$ cat config.mk
export PLATFORM = sky130hd
export DESIGN_NAME = mem_transfer_unit_flat
export DESIGN_NICKNAME = d
export VERILOG_FILES = /design/src/rtl/mem_transfer_unit_if.sv /design/src/rtl/mem_transfer_unit.sv /design/src/flat_wrapper.sv
export SDC_FILE = /design/constraint.sdc
export NUM_CORES = 1
export LEC_CHECK = 0
export CAP_MARGIN = 20
export CORE_AREA = 5 5 126 128
export DETAILED_ROUTE_END_ITERATION = 7
export DIE_AREA = 0 0 131 133
export PLACE_DENSITY = 0.73
export SLEW_MARGIN = 25
export SYNTH_ARGS = -nofsm -noshare
export SYNTH_HDL_FRONTEND = slang
export SYNTH_SLANG_ARGS = --single-unit
$ cat constraint.sdc
create_clock -name Clk -period 2.2 [get_ports Clk]
set_input_delay 0.33 -clock Clk [delete_from_list [all_inputs] [get_ports Clk]]
set_output_delay 0.33 -clock Clk [all_outputs]
set_load 0.05 [all_outputs]
$ cat src/rtl/mem_transfer_unit_if.sv
// -----------------------------------------------------------------------------
// mem_transfer_unit_if
// Purpose : bundles the controller strobes and the datapath results exchanged
//           between the access controller (master) and mem_transfer_unit
//           (slave). Clock and reset are plain ports on the modules.
// Signals :
//   Active, SampleData, AccessMem, RWMem, TransferData  master -> slave strobes
//   AddrIn [ADDR_WIDTH], DataIn [DATA_WIDTH]            master -> slave operands
//   SerialOut, SerialValid, TransferDone, XferBusy,
//   CmdError, DataOut [DATA_WIDTH]                      slave -> master results
//   dbg_state [2]                                       slave FSM state (debug)
//
// Handshake: there is no backpressure. A strobe is a level sampled at every
// rising clock edge; it either executes at that edge or is dropped, and a
// dropped strobe (while Active=1) is reported by a one-cycle CmdError pulse.
// SerialValid qualifies SerialOut bit-by-bit; the receiver must take the bit
// in every cycle SerialValid is high.
// -----------------------------------------------------------------------------
interface mem_transfer_unit_if #(
    parameter int DATA_WIDTH = 8,
    parameter int ADDR_WIDTH = 4
);
    logic                  Active;
    logic                  SampleData;
    logic                  AccessMem;
    logic                  RWMem;
    logic                  TransferData;
    logic [ADDR_WIDTH-1:0] AddrIn;
    logic [DATA_WIDTH-1:0] DataIn;

    logic                  SerialOut;
    logic                  SerialValid;
    logic                  TransferDone;
    logic                  XferBusy;
    logic                  CmdError;
    logic [DATA_WIDTH-1:0] DataOut;
    logic [1:0]            dbg_state;

    modport master (
        output Active, SampleData, AccessMem, RWMem, TransferData, AddrIn, DataIn,
        input  SerialOut, SerialValid, TransferDone, XferBusy, CmdError, DataOut,
        input  dbg_state
    );

    modport slave (
        input  Active, SampleData, AccessMem, RWMem, TransferData, AddrIn, DataIn,
        output SerialOut, SerialValid, TransferDone, XferBusy, CmdError, DataOut,
        output dbg_state
    );
endinterface

$ cat src/rtl/mem_transfer_unit.sv
// -----------------------------------------------------------------------------
// mem_transfer_unit
// Purpose : datapath stage behind the access controller. Holds an address and
//           data register plus a small register-file memory, executes the
//           controller strobes, and serialises the data register MSB first,
//           closing each transfer with a one-cycle TransferDone pulse.
// Ports   :
//   Clk    in  rising-edge clock
//   Reset  in  synchronous, active-high; clears every register and memory word
//   bus    mem_transfer_unit_if.slave (strobes in, serial/status/data out)
// -----------------------------------------------------------------------------
module mem_transfer_unit #(
    parameter int DATA_WIDTH = 8,
    parameter int ADDR_WIDTH = 4
) (
    input  logic               Clk,
    input  logic               Reset,
    mem_transfer_unit_if.slave bus
);
    localparam int DEPTH = 2 ** ADDR_WIDTH;
    localparam int CW    = $clog2(DATA_WIDTH + 1);

    localparam logic [1:0] ST_IDLE  = 2'd0;
    localparam logic [1:0] ST_SHIFT = 2'd1;
    localparam logic [1:0] ST_DONE  = 2'd2;

    logic [1:0]            r_state;
    logic [ADDR_WIDTH-1:0] r_addr;
    logic [DATA_WIDTH-1:0] r_data;
    logic [DATA_WIDTH-1:0] r_shift;
    logic [CW-1:0]         r_cnt;
    logic                  r_cmd_error;
    logic [DATA_WIDTH-1:0] r_mem [DEPTH];

    logic                  w_any_strobe;
    logic                  w_shifting;

    always_comb begin
        w_any_strobe = bus.SampleData | bus.AccessMem | bus.TransferData;
        w_shifting   = (r_state == ST_SHIFT);
    end

    always_ff @(posedge Clk) begin
        if (Reset) begin
            r_state     <= ST_IDLE;
            r_addr      <= '0;
            r_data      <= '0;
            r_shift     <= '0;
            r_cnt       <= '0;
            r_cmd_error <= 1'b0;
            for (int i = 0; i < DEPTH; i++) begin
                r_mem[i] <= '0;
            end
        end else begin
            r_cmd_error <= 1'b0;
            case (r_state)
                ST_IDLE: begin
                    if (bus.Active) begin
                        // Fixed priority; whatever loses is dropped and flagged.
                        if (bus.SampleData) begin
                            r_addr      <= bus.AddrIn;
                            r_data      <= bus.DataIn;
                            r_cmd_error <= bus.AccessMem | bus.TransferData;
                        end else if (bus.AccessMem) begin
                            // Uses r_addr/r_data as held before this edge.
                            if (bus.RWMem) begin
                                r_mem[r_addr] <= r_data;
                            end else begin
                                r_data <= r_mem[r_addr];
                            end
                            r_cmd_error <= bus.TransferData;
                        end else if (bus.TransferData) begin
                            // Separate shift copy so DataOut stays stable.
                            r_shift <= r_data;
                            r_cnt   <= CW'(DATA_WIDTH);
                            r_state <= ST_SHIFT;
                        end
                    end
                end
                ST_SHIFT: begin
                    if (!bus.Active) begin
                        // Abort: no TransferDone for a cut-short transfer.
                        r_state <= ST_IDLE;
                        r_cnt   <= '0;
                    end else begin
                        r_cmd_error <= w_any_strobe;
                        r_shift     <= {r_shift[DATA_WIDTH-2:0], 1'b0};
                        // r_cnt counts bits still to present, including this one.
                        if (r_cnt != '0) begin
                            r_cnt <= r_cnt - CW'(1);
                        end
                        if (r_cnt <= CW'(1)) begin
                            r_state <= ST_DONE;
                        end
                    end
                end
                ST_DONE: begin
                    r_cmd_error <= bus.Active & w_any_strobe;
                    r_state     <= ST_IDLE;
                end
                default: begin
                    r_state <= ST_IDLE;
                end
            endcase
        end
    end

    always_comb begin
        bus.SerialValid  = w_shifting;
        bus.SerialOut    = w_shifting & r_shift[DATA_WIDTH-1];
        bus.XferBusy     = w_shifting;
        bus.TransferDone = (r_state == ST_DONE);
        bus.CmdError     = r_cmd_error;
        bus.DataOut      = r_data;
        bus.dbg_state    = r_state;
    end
endmodule

$ cat src/flat_wrapper.sv
// flat-port wrapper written by rule: the top's interface ports become plain ports
module mem_transfer_unit_flat 
#(
    parameter int DATA_WIDTH = 8,
    parameter int ADDR_WIDTH = 4
)
  (Clk, Reset, bus_Active, bus_SampleData, bus_AccessMem, bus_RWMem, bus_TransferData, bus_AddrIn, bus_DataIn, bus_SerialOut, bus_SerialValid, bus_TransferDone, bus_XferBusy, bus_CmdError, bus_DataOut, bus_dbg_state);
  mem_transfer_unit_if #(.DATA_WIDTH(DATA_WIDTH), .ADDR_WIDTH(ADDR_WIDTH)) bus_i ();
  input  logic Clk;
  input  logic Reset;
  input wire logic [$bits(bus_i.Active)-1:0] bus_Active;
  input wire logic [$bits(bus_i.SampleData)-1:0] bus_SampleData;
  input wire logic [$bits(bus_i.AccessMem)-1:0] bus_AccessMem;
  input wire logic [$bits(bus_i.RWMem)-1:0] bus_RWMem;
  input wire logic [$bits(bus_i.TransferData)-1:0] bus_TransferData;
  input wire logic [$bits(bus_i.AddrIn)-1:0] bus_AddrIn;
  input wire logic [$bits(bus_i.DataIn)-1:0] bus_DataIn;
  output wire logic [$bits(bus_i.SerialOut)-1:0] bus_SerialOut;
  output wire logic [$bits(bus_i.SerialValid)-1:0] bus_SerialValid;
  output wire logic [$bits(bus_i.TransferDone)-1:0] bus_TransferDone;
  output wire logic [$bits(bus_i.XferBusy)-1:0] bus_XferBusy;
  output wire logic [$bits(bus_i.CmdError)-1:0] bus_CmdError;
  output wire logic [$bits(bus_i.DataOut)-1:0] bus_DataOut;
  output wire logic [$bits(bus_i.dbg_state)-1:0] bus_dbg_state;
  assign bus_i.Active = bus_Active;
  assign bus_i.SampleData = bus_SampleData;
  assign bus_i.AccessMem = bus_AccessMem;
  assign bus_i.RWMem = bus_RWMem;
  assign bus_i.TransferData = bus_TransferData;
  assign bus_i.AddrIn = bus_AddrIn;
  assign bus_i.DataIn = bus_DataIn;
  assign bus_SerialOut = bus_i.SerialOut;
  assign bus_SerialValid = bus_i.SerialValid;
  assign bus_TransferDone = bus_i.TransferDone;
  assign bus_XferBusy = bus_i.XferBusy;
  assign bus_CmdError = bus_i.CmdError;
  assign bus_DataOut = bus_i.DataOut;
  assign bus_dbg_state = bus_i.dbg_state;
  mem_transfer_unit #(.DATA_WIDTH(DATA_WIDTH), .ADDR_WIDTH(ADDR_WIDTH)) u_core (.Clk(Clk), .Reset(Reset), .bus(bus_i));
endmodule
==> results of run 1 <==
## how the worst max path moves through the flow
stage                            startpoint                    end  slack [ns]  cells past startpoint
detailed placement                    Reset    u_core.r_mem[13][5]       -0.11                      6
finish              u_core.bus.dbg_state[1]          bus_SerialOut        0.16                      5
CTS                 u_core.bus.dbg_state[0]       bus_TransferDone        0.02                      3
global route        u_core.bus.dbg_state[1]  u_core.bus.DataOut[3]        0.07                      7
global placement                      Reset    u_core.r_mem[14][3]       -0.07                      6
floorplan           u_core.bus.dbg_state[0]     u_core.r_mem[1][0]       -0.02                      5
## worst reg2reg max path: stages (launching register included)
cell and delay (ns):
dfxtp_2 0.35, inv_1 0.12, ha_1 0.34, buf_4 0.21
nand3_1 0.12, nor2_1 0.53, a32oi_1 0.16, nand3_1 0.12
## stage by stage
| stage | setup WS, ns | hold WS (ns) | instance area (sq um) | std cells | total power (W) |
|---|---|---|---|---|---|
| after global placement | -0.0688 | 0.463 | 8310 | 791 | 0.00493 |
| after global routing | 0.0675 | 0.520 | 8820 | 821 | 0.00783 |
| after detailed placement | -0.109 | 0.487 | 8310 | 791 | 0.00497 |
| after floorplan | -0.0157 | 0.449 | 7510 | 557 | 0.00447 |
| final | 0.157 | 0.493 | 8820 | 821 | 0.00755 |
| after CTS | 0.0164 | 0.495 | 8820 | 821 | 0.00758 |
## cells in the mapped netlist (6+ instances only)
master	count	area, sq um
and2_1	130	813
edfxtp_1	128	3840
mux2i_1	43	430
dfxtp_1	31	621
a22oi_1	24	180
clkbuf_1	20	75.1
nand3_1	17	85.1
nor2_1	17	63.8
mux4_2	16	360
a21oi_1	14	70.1
or2_2	11	68.8
o21ai_0	10	50.1
nor3_4	9	146
a211oi_1	8	60.1
a32oi_1	8	70.1
buf_2	7	35.0
ha_1	7	87.6
inv_1	7	26.3
nand2b_1	6	37.5
## cells in the final DEF, fill, tap and decap left out, types with 2 or more instances in the layout
cell and instances:
ha_1 6, clkinv_1 3, buf_12 5, and2_1 129, dfxtp_2 3, clkdlybuf4s50_1 21, and4bb_2 2, inv_1 7
nor2b_1 4, mux4_2 16, nand2b_1 6, nor4_4 3, nand3_1 17, clkbuf_16 17, or2_1 3, dfxtp_1 28
buf_4 52, or4_1 2, a211oi_1 8, a22oi_1 24, o21ai_0 10, nor3_4 9, nand3b_1 2, or2_2 11
nand2_1 3, a21oi_1 14, clkinv_2 5, mux2i_1 43, a32oi_1 8, clkbuf_1 3, nand4_1 2, edfxtp_1 128
nor2_1 17
## cells by family (layout without fill, tap and decap cells)
family,count (synthesis),in the layout,share of synthesized area [%]
AO/OA/AOI/OAI,70,70,6.37
flip-flops,159,159,59.5
buffers and inverters,40,116,2.42
multiplexers,61,61,10.9
adder cells (fa/ha/maj),8,8,1.30
AND/OR/NAND/NOR,219,219,19.6
## per-layer routing
metal,track usage (%),up-vias
met3,5.33,31
met5,0,-
li1,-,2198
met1,29.3,2395
met2,34.5,163
met4,8.63,0
## state kept, by name (all words and copies together) (netlist names), named ones only
name                  count
u_core.bus.CmdError       1
u_core.bus.DataOut        8
u_core.bus.dbg_state      2
u_core.r_addr             4
u_core.r_cnt              4
u_core.r_mem            128
u_core.r_shift            8
## power groups by stage
stage / Combinational, W / Clock [W] / Sequential (W)
final: 0.00135 / 0.00263 / 0.00357
after global routing: 0.00144 / 0.00280 / 0.00359
after CTS: 0.00134 / 0.00267 / 0.00357
after detailed placement: 0.00134 / 0 / 0.00364
after global placement: 0.00131 / 0 / 0.00363
after floorplan: 0.000792 / 0 / 0.00367
## area by class of cell
type                       count  area (sq um)  share of cell area, %
sequential                   159          4470                   50.7
multi-input combinational    358          2870                   32.5
timing repair buffer          79           713                   8.09
clock buffer                  20           437                   4.95
tap                          188           235                   2.67
clock inverter                10          73.8                  0.837
inverter                       7          26.3                  0.298
## what timing repair did
action / CTS / global route
setup endpoints to repair: 0 / 1
resized for setup: 0 / 1
setup buffers: 0 / 0
==> qor.yml, run 1 <==
status:
  status: "completed"
floorplanning:
  num_rows: 45
  die_w_microns: 131
  dieArea_sq_mm: 0.0174
  start_util_pct: 50.9
  dieHeight_microns: 133
  ios: 34
  core_sq_mm: 0.0148
power_and_ir_drop:
  comb_power_share_pct: 17.8
  p_sw_w: 0.00211
  leakage_nw: 3.32
  peakVddDrop_mv: 0.587
  seqPwrFrac_pct: 47.3
  p_sw_share_pct: 27.9
  powerDensity_mw_per_mm2: 856
  p_int_w: 0.00545
  clockPowerShare_pct: 34.9
global_routing:
  grt_pass1_wl_microns: 28000
  grt_max_degree: 35
  grt.overflow.total: 0
  grtUsageTotal_pct: 22.0
  grt_antenna_before_repair: 0
  first_global_vias: 4930
worst_setup_path:
  critPathCaptureType: "output pin"
  r2r_start: "u_core.bus.dbg_state[1]"
  crit_arrival_ns: 1.71
  cp_slowest_stage_delay_ns: 0.35
  crit_family: "buffers and inverters"
  crit_required_ns: 1.87
  cp_num_buf_inv: 3
  cp_slowest_cell: "dfxtp_2"
  worst-path-max-fanout: 15
  path_cells: "inv_1 -> ha_2 -> buf_4 -> and2_2 -> buf_12"
  r2r-end: "u_core.bus.DataOut[0]"
  ff2ff_path_depth: 7
  worstSetupPathType: "register to output pin"
  cp-start-kind: "register"
  r2r_slack_ns: 0.19
hold_path:
  hp-class: "register to register"
  min_from: "u_core.r_shift[0]"
  holdPathStages: 2
  holdPathEnd: "u_core.r_shift[0]"
clock_network:
  cts_max_level: 4
  clkTransAtPathRegs_ns: 0.06
  clockBufferDepth: 2
  hold_buffers: 0
  cts_sinks: 159
  cts_tree: "built"
  clk_latency_ns: 0.44
  clock-root-buffer: "clkbuf_16"
  cts_buffers: 17
finish:
  final_layout_size_suffix_gt1_share_pct: 20.7
  final_nets: 648
  syn_to_final_growth_pct: 17.5
  final_util_pct: 59.8
  num_antenna_cells: 0
  fillers: 1179
route:
  routed_wl_microns: 18000
  drc_errors: 0
  drt_pass1_iterations: 5
  top_layer: "met4"
  routed-wl-met2_microns: 8770
  wl_met1_microns: 7730
  vias_per_cell: 5.83
  avgRoutedWirePerCell_microns: 21.9
  vias: 4787
  ant_nets: 0
  wl_met3_microns: 1000
  drt_iter0_markers: 400
synth:
  synth_nets: 583
  synth_warnings: 0
  syn-cell-area_sq_mm: 0.00751
  synth_enable_flop_cells: 128
  syn_avg_cell_area_sq_um: 13.5
  synthArstFlopShare_pct: 0
  yosysSeqAreaShare_pct: 59.5
  ys_ff_latch: 159
  synthFlopType: "edfxtp_1"
  postSynthCellCount: 557
  yosysUniqueCellTypes: 47
timing:
  worstMarginPinSlew_ns: 0.806
  skew_ns: 0.0179
  finalCriticalPeriod_ns: 2.04
  hold_viol: 0
  finalCritPeriodShare_pct: 92.9
  slew_violations: 0
  max_slew_margin_pct: 46.0
  fmax_mhz: 489
  setup_tns_ns: 0
  setup_viol: 0
  rsz0062_at_grt: "no"
placement:
  gp_congestion: 0.877
  post-dp-hpwl_microns: 13000
  port_buffers: 33
run:
  max-cap-violations: 0
Note: power is estimated with default switching activity, not from simulation.
==> inputs of run 2 (changes only) <==
Settings changed: CTS_CLUSTER_DIAMETER set to 200, MAX_ROUTING_LAYER set to met4.
==> run 2 against run 1 <==
  * Fmax up 0.35%
  * Power about the same
  * Utilization is the same
==> qor.yml, run 2 (synthesized netlist as in run 1, its figures left out) <==
status:
  status: "completed"
global_routing:
  met2_usage_pct: 34.3  # -0.14 points
  grt.overflow.total: 0  # unchanged
  first_global_vias: 4917  # -0.26%
  busiest_layer: "met2"
  grtUsageTotal_pct: 22.6  # +0.62 points
  grt_pass1_wl_microns: 28000  # about the same
  grt_max_degree: 35  # unchanged
  grt_use_met3_pct: 5.49  # +0.16 points
  grt.met1_usage_pct: 29.5  # +0.19 points
  grt_antenna_before_repair: 0  # unchanged
clock_network:
  clock-root-buffer: "clkbuf_16"
  cts_buffers: 17  # unchanged
  clockBufferDepth: 2  # unchanged
  cts_setup_buffers: 0  # unchanged
  cts_tree: "built"
  cts_max_level: 4  # unchanged
  cts_sinks: 159  # unchanged
  clk_latency_ns: 0.43  # about the same
  clkTransAtPathRegs_ns: 0.06  # about the same
finish:
  fillers: 1179  # unchanged
  largest_reg_flops: 128  # unchanged
  final_util_pct: 59.8  # unchanged
  final_nets: 648  # unchanged
  final_common_cell: "and2_1"
  syn_to_final_growth_pct: 17.5  # unchanged
  regMostFlops: "u_core.r_mem"
  num_antenna_cells: 0  # unchanged
  layout_common_cells: "and2_1 (129), edfxtp_1 (128), buf_4 (52)"
  stdcell_count: 821  # unchanged
  final_layout_size_suffix_gt1_share_pct: 20.7  # unchanged
power_and_ir_drop:
  p_int_w: 0.00545  # about the same
  leakage_nw: 3.32  # unchanged
  seqPwrFrac_pct: 47.3  # about the same
  comb_power_share_pct: 17.8  # about the same
  clockPowerShare_pct: 34.9  # about the same
  peakVddDrop_mv: 0.594  # +1.2%
  powerDensity_mw_per_mm2: 857  # about the same
  p_sw_share_pct: 27.9  # about the same
  p_sw_w: 0.00211  # about the same
worst_setup_path:
  r2r-end: "u_core.bus.DataOut[0]"
  worst-path-max-fanout: 15  # unchanged
  cp-startpoint: "u_core.bus.dbg_state[1]"
  crit_required_ns: 1.87  # about the same
  worstSetupPathType: "register to output pin"
  ff2ff_path_depth: 7  # unchanged
  critPathCaptureType: "output pin"
  cp-start-kind: "register"
  r2r_start: "u_core.bus.dbg_state[1]"
  crit_arrival_ns: 1.71  # about the same
  r2r_slack_ns: 0.18  # about the same
timing:
  worstMarginPinSlew_ns: 0.825  # +0.0194 ns
  finalCritPeriodShare_pct: 92.6  # -0.32 points
  hold_viol: 0  # unchanged
  max_slew_margin_pct: 44.7  # -1.3 points
  skew_ns: 0.00873  # -0.00921 ns
  fmax_mhz: 491  # +0.35%
  setup_tns_ns: 0  # unchanged
  rsz0062_at_grt: "no"
  finalCriticalPeriod_ns: 2.04  # -0.00703 ns
  setup_viol: 0  # unchanged
  slew_violations: 0  # unchanged
hold_path:
  min_from: "u_core.r_shift[0]"
  holdPathEnd: "u_core.r_shift[0]"
  hp-class: "register to register"
  holdPathStages: 2  # unchanged
placement:
  port_buffers: 33  # unchanged
  post-place-cells: 791  # unchanged
  gp_congestion: 0.891  # +1.7%
  post-dp-hpwl_microns: 13000  # unchanged
route:
  avgRoutedWirePerCell_microns: 21.9  # +0.18%
  vias: 4800  # +0.27%
  routed_wl_microns: 18000  # +0.18%
  ant_nets: 0  # unchanged
  drc_errors: 0  # unchanged
  drt_pass1_iterations: 5  # unchanged
  drt_iter0_markers: 448  # +12%
  vias_per_cell: 5.85  # +0.27%
floorplanning:
  dieHeight_microns: 133  # unchanged
  dieArea_sq_mm: 0.0174  # unchanged
  die_w_microns: 131  # unchanged
  ios: 34  # unchanged
  num_rows: 45  # unchanged
  start_util_pct: 50.9  # unchanged
  core_sq_mm: 0.0148  # unchanged
run:
  max-cap-violations: 0  # unchanged
run 2: layout make-up:
| type | count | area (sq um) | area share, % |
|---|---|---|---|
| flip-flops and latches | 159 | 4470 | 50.7 |
| inverters | 7 | 26.3 | 0.298 |
| well taps | 188 | 235 | 2.67 |
| repair buffers | 79 | 713 | 8.09 |
| multi-input cells | 358 | 2870 | 32.5 |
| clock inverters | 10 | 73.8 | 0.837 |
| clock buffers | 20 | 437 | 4.95 |
run 2: repair_timing:
action | 4_1_cts | 5_1_grt
hold buffers | 0 | 0
setup endpoints to repair | 0 | 1
resized for setup | 0 | 1
run 2: worst max-delay path by stage:
stage / to
floorplan: u_core.r_mem[1][0]
global placement: u_core.r_mem[14][3]
detailed placement: u_core.r_mem[13][5]
CTS: bus_TransferDone
global route: u_core.bus.DataOut[3]
finish: bus_SerialOut
run 2: per-stage QoR:
step / hold WS [ns] / setup WS [ns] / cell area (sq um) / total power [W]
after global placement: 0.463 / -0.0688 / 8310 / 0.00493
after floorplan: 0.449 / -0.0157 / 7510 / 0.00447
after global routing: 0.520 / 0.0675 / 8820 / 0.00783
after CTS: 0.495 / 0.0164 / 8820 / 0.00758
after detailed placement: 0.487 / -0.109 / 8310 / 0.00497
final: 0.494 / 0.164 / 8820 / 0.00755
run 2: power groups by stage:
stage / combinational (W) / clock (W) / sequential (W)
detailed placement: 0.00134 / 0 / 0.00364
global route: 0.00144 / 0.00280 / 0.00359
CTS: 0.00134 / 0.00267 / 0.00357
floorplan: 0.000792 / 0 / 0.00367
global placement: 0.00131 / 0 / 0.00363
finish: 0.00135 / 0.00264 / 0.00357
run 2: worst max-delay path: stages (launching register included):
cell	delay [ns]
dfxtp_2	0.35
inv_1	0.11
ha_2	0.23
buf_4	0.23
and2_2	0.20
buf_12	0.13
run 2: per-layer routing:
| metal | part of all wire [%] | vias up |
|---|---|---|
| li1 | - | 2193 |
| met1 | 42 | 2393 |
| met2 | 49 | 179 |
| met3 | 6.7 | 35 |
| met4 | 2.7 | 0 |
| met5 | 0 | - |
==> inputs of run 3 (changes only) <==
--- a/config.mk
+++ b/config.mk
@@ -6,9 +6,10 @@
 export NUM_CORES = 1
 export LEC_CHECK = 0
+export ABC_AREA = 1
 export CAP_MARGIN = 20
-export CORE_AREA = 5 5 126 128
+export CORE_AREA = 5 5 127 129
 export CTS_CLUSTER_DIAMETER = 200
 export DETAILED_ROUTE_END_ITERATION = 7
-export DIE_AREA = 0 0 131 133
+export DIE_AREA = 0 0 132 134
 export MAX_ROUTING_LAYER = met4
 export PLACE_DENSITY = 0.73
==> constraint.sdc (replaced) <==
create_clock -name Clk -period 2.2 [get_ports Clk]
set_input_delay 0.33 -clock Clk [delete_from_list [all_inputs] [get_ports Clk]]
set_output_delay 0.33 -clock Clk [all_outputs]
set_load 0.02 [all_outputs]
==> run 3 against run 2 <==
  * Combinational power is 86% higher
  * Area after synthesis is 2.9% higher
  * Sequential cell count stayed put
  * Critical endpoint is now bus_SerialValid
  * Largest cell class unchanged
  * Largest power group unchanged
  * Highest routed layer unchanged
==> qor.yml, run 3 <==
status:
  status: "completed"
route:
  drt_pass1_iterations: 5  # unchanged
  drc_errors: 0  # unchanged
  ant_nets: 0  # unchanged
  vias: 6063  # +26%
  drt_iter0_markers: 634  # +42%
  avgRoutedWirePerCell_microns: 15.9  # -28%
  vias_per_cell: 5.21  # -11%
  routed_wl_microns: 18500  # +2.7%
clock_network:
  cts_tree: "built"
  clk_latency_ns: 0.43  # about the same
  clockBufferDepth: 2  # unchanged
  clock-root-buffer: "clkbuf_16"
  hold_buffers: 0  # unchanged
  cts_max_level: 4  # unchanged
  cts_buffers: 17  # unchanged
  clkTransAtPathRegs_ns: 0.06  # about the same
  cts_setup_buffers: 0  # unchanged
  cts_sinks: 159  # unchanged
floorplanning:
  num_rows: 45  # unchanged
  die_w_microns: 132  # +0.76%
  ios: 34  # unchanged
  start_util_pct: 51.8  # +0.88 points
  dieArea_sq_mm: 0.0177  # +1.5%
  dieHeight_microns: 134  # +0.75%
  core_sq_mm: 0.0149  # +1.1%
finish:
  fillers: 1205  # +2.2%
  multi_input_area_sq_mm: 0.00262  # -8.7%
  largest_reg_flops: 128  # unchanged
  final_layout_size_suffix_gt1_share_pct: 11.3  # -9.4 points
  num_antenna_cells: 0  # unchanged
  final_util_pct: 61.6  # +1.8 points
  regMostFlops: "u_core.r_mem"
  register_area_sq_mm: 0.00447  # about the same
  stdcell_area_sq_mm: 0.00918  # +4.1%
  syn_to_final_growth_pct: 18.9
  final_common_cell: "nand2_1"
  layout_common_cells: "nand2_1 (226), nor2_1 (142), edfxtp_1 (128)"
  final_nets: 988  # +52%
timing:
  max_slew_margin_pct: 56.2  # +11 points
  finalCritPeriodShare_pct: 94.5  # +1.9 points
  finalCriticalPeriod_ns: 2.08  # +0.0419 ns
  rsz0062_at_grt: "no"
  setup_viol: 0  # unchanged
  fmax_mhz: 481  # -2.0%
  setup_tns_ns: 0  # unchanged
  worstMarginPinSlew_ns: 0.657  # -0.168 ns
  slew_violations: 0  # unchanged
  skew_ns: 0.00950  # +0.000771 ns
  hold_viol: 0  # unchanged
  whs_ns: 0.465  # -0.0283 ns
global_routing:
  grt_pass1_wl_microns: 29400  # +5.0%
  grt.overflow.total: 0  # unchanged
  grtUsageTotal_pct: 22.2  # -0.40 points
  grt_antenna_before_repair: 0  # unchanged
  first_global_vias: 5597  # +14%
  grt_max_degree: 65  # +86%
worst_setup_path:
  worstSetupPathType: "register to output pin"
  worst-path-max-fanout: 5  # -10
  r2r_start: "u_core.bus.dbg_state[0]"
  crit_arrival_ns: 1.75  # +0.04 ns
  r2r-end: "u_core.r_mem[11][5]"
  cp-start-kind: "register"
  r2r_slack_ns: 0.14  # -0.04 ns
  crit_required_ns: 1.87  # about the same
  ff2ff_path_depth: 9  # +2
  critPathCaptureType: "output pin"
  cp_slowest_cell: "clkdlybuf4s50_1"
  cp_slowest_stage_delay_ns: 0.62  # +0.27 ns
  path_cells: "inv_1 -> ha_2 -> clkdlybuf4s50_1"
placement:
  gp_congestion: 0.937  # +5.1%
  postPlaceCellArea_sq_mm: 0.00863  # +3.9%
  post-dp-hpwl_microns: 12500  # -3.9%
  port_buffers: 33  # unchanged
synth:
  syn-cell-area_sq_mm: 0.00773  # +2.9%
  synthArstFlopShare_pct: 0  # unchanged
  yosysUniqueCellTypes: 25  # -47%
  synth_most_common_cell: "nand2_1"
  syn_avg_cell_area_sq_um: 8.62  # -36%
  yosysSeqAreaShare_pct: 57.8  # -1.7 points
  synth_warnings: 0  # unchanged
  ys_top_cells_by_area: "edfxtp_1 (50%), nand2_1 (11%), dfxtp_1 (8.0%)"
  postSynthCellCount: 896  # +61%
  synth_nets: 922  # +58%
  synth.largest_area_cell: "edfxtp_1"
  yosysTopAreaCellShare_pct: 49.7  # -1.4 points
  ys_top_cells_by_count: "nand2_1 (226), nor2_1 (142), edfxtp_1 (128), inv_1 (117), nand3_1 (106)"
  synthFlopType: "edfxtp_1"
  synth_enable_flop_cells: 128  # unchanged
  ys_ff_latch: 159  # unchanged
power_and_ir_drop:
  powerDensity_mw_per_mm2: 966  # +13%
  finalPower_w: 0.00887  # +17%
  leakage_nw: 3.98  # +20%
  peakVddDrop_mv: 0.747  # +26%
run:
  max-cap-violations: 0  # unchanged
hold_path:
  holdPathStages: 2  # unchanged
  min_from: "u_core.r_shift[7]"
  holdPathEnd: "u_core.r_shift[7]"
  hp-class: "register to register"
==> run 3: where the power goes <==
| group | total [W] | internal, W | switching [W] |
|---|---|---|---|
| clock network | 0.00275 | 0.00156 | 0.00120 |
| registers | 0.00360 | 0.00346 | 0.000148 |
| logic | 0.00251 | 0.000816 | 0.00170 |
| total | 0.00887 | 0.00583 | 0.00304 |
==> run 3: timing repair <==
item / 4_1_cts / 5_1_grt
gates resized for setup: 1 / 1
endpoints found under the hold margin: 0 / 0
endpoints found under the setup margin: 1 / 1
==> run 3: layout make-up <==
cell class / count / share of cell area (%)
inverter: 128 / 5.23
clock inverter: 13 / 1.25
multi-input combinational: 569 / 28.5
clock buffer: 19 / 4.71
tap: 188 / 2.56
timing repair buffer: 87 / 9.13
sequential: 159 / 48.6
==> run 3: worst max path at each step <==
| stage | slack, ns | start | to | cells after the start |
|---|---|---|---|---|
| finish | 0.12 | u_core.bus.dbg_state[1] | bus_SerialValid | 3 |
| global route | 0.02 | u_core.bus.dbg_state[0] | u_core.r_mem[5][4] | 9 |
| CTS | 0.003 | u_core.bus.dbg_state[1] | bus_SerialOut | 5 |
| detailed placement | 0.009 | bus_AccessMem | u_core.r_mem[14][7] | 8 |
| global placement | 0.03 | bus_AccessMem | u_core.r_mem[12][7] | 8 |
| floorplan | 0.17 | u_core.bus.dbg_state[0] | u_core.r_mem[4][0] | 8 |
==> run 3: logic make-up (layout without fill, tap and decap cells) <==
group           after synthesis  count (layout)  synth area share [%]
compound gates               63              63                  4.15
buf+inv                     168             247                  8.39
fa+ha+maj                     7               7                  1.13
simple gates                499             499                  28.6
flops                       159             159                  57.8
==> run 3: worst max-delay path: cells and delay by family, from the launching register on <==
family | cells | cell delay [ns]
adders and majority gates | 1 | 0.24
buffers and inverters | 2 | 0.74
DFF | 1 | 0.34
==> run 3: metrics by stage <==
step / std cells / setup WS, ns
after floorplan: 896 / 0.172
after global placement: 1131 / 0.0320
after detailed placement: 1131 / 0.00911
after CTS: 1163 / 0.00285
after global routing: 1163 / 0.0223
final: 1163 / 0.122
==> run 3: metal layers <==
layer | vias to the layer above | GRT usage, % | routed length [microns]
li1 | 2995 | - | -
met1 | 2762 | 29.8 | 7880
met2 | 269 | 34.2 | 8610
met3 | 37 | 3.98 | 1570
met4 | 0 | 7.89 | 437
met5 | - | - | 0
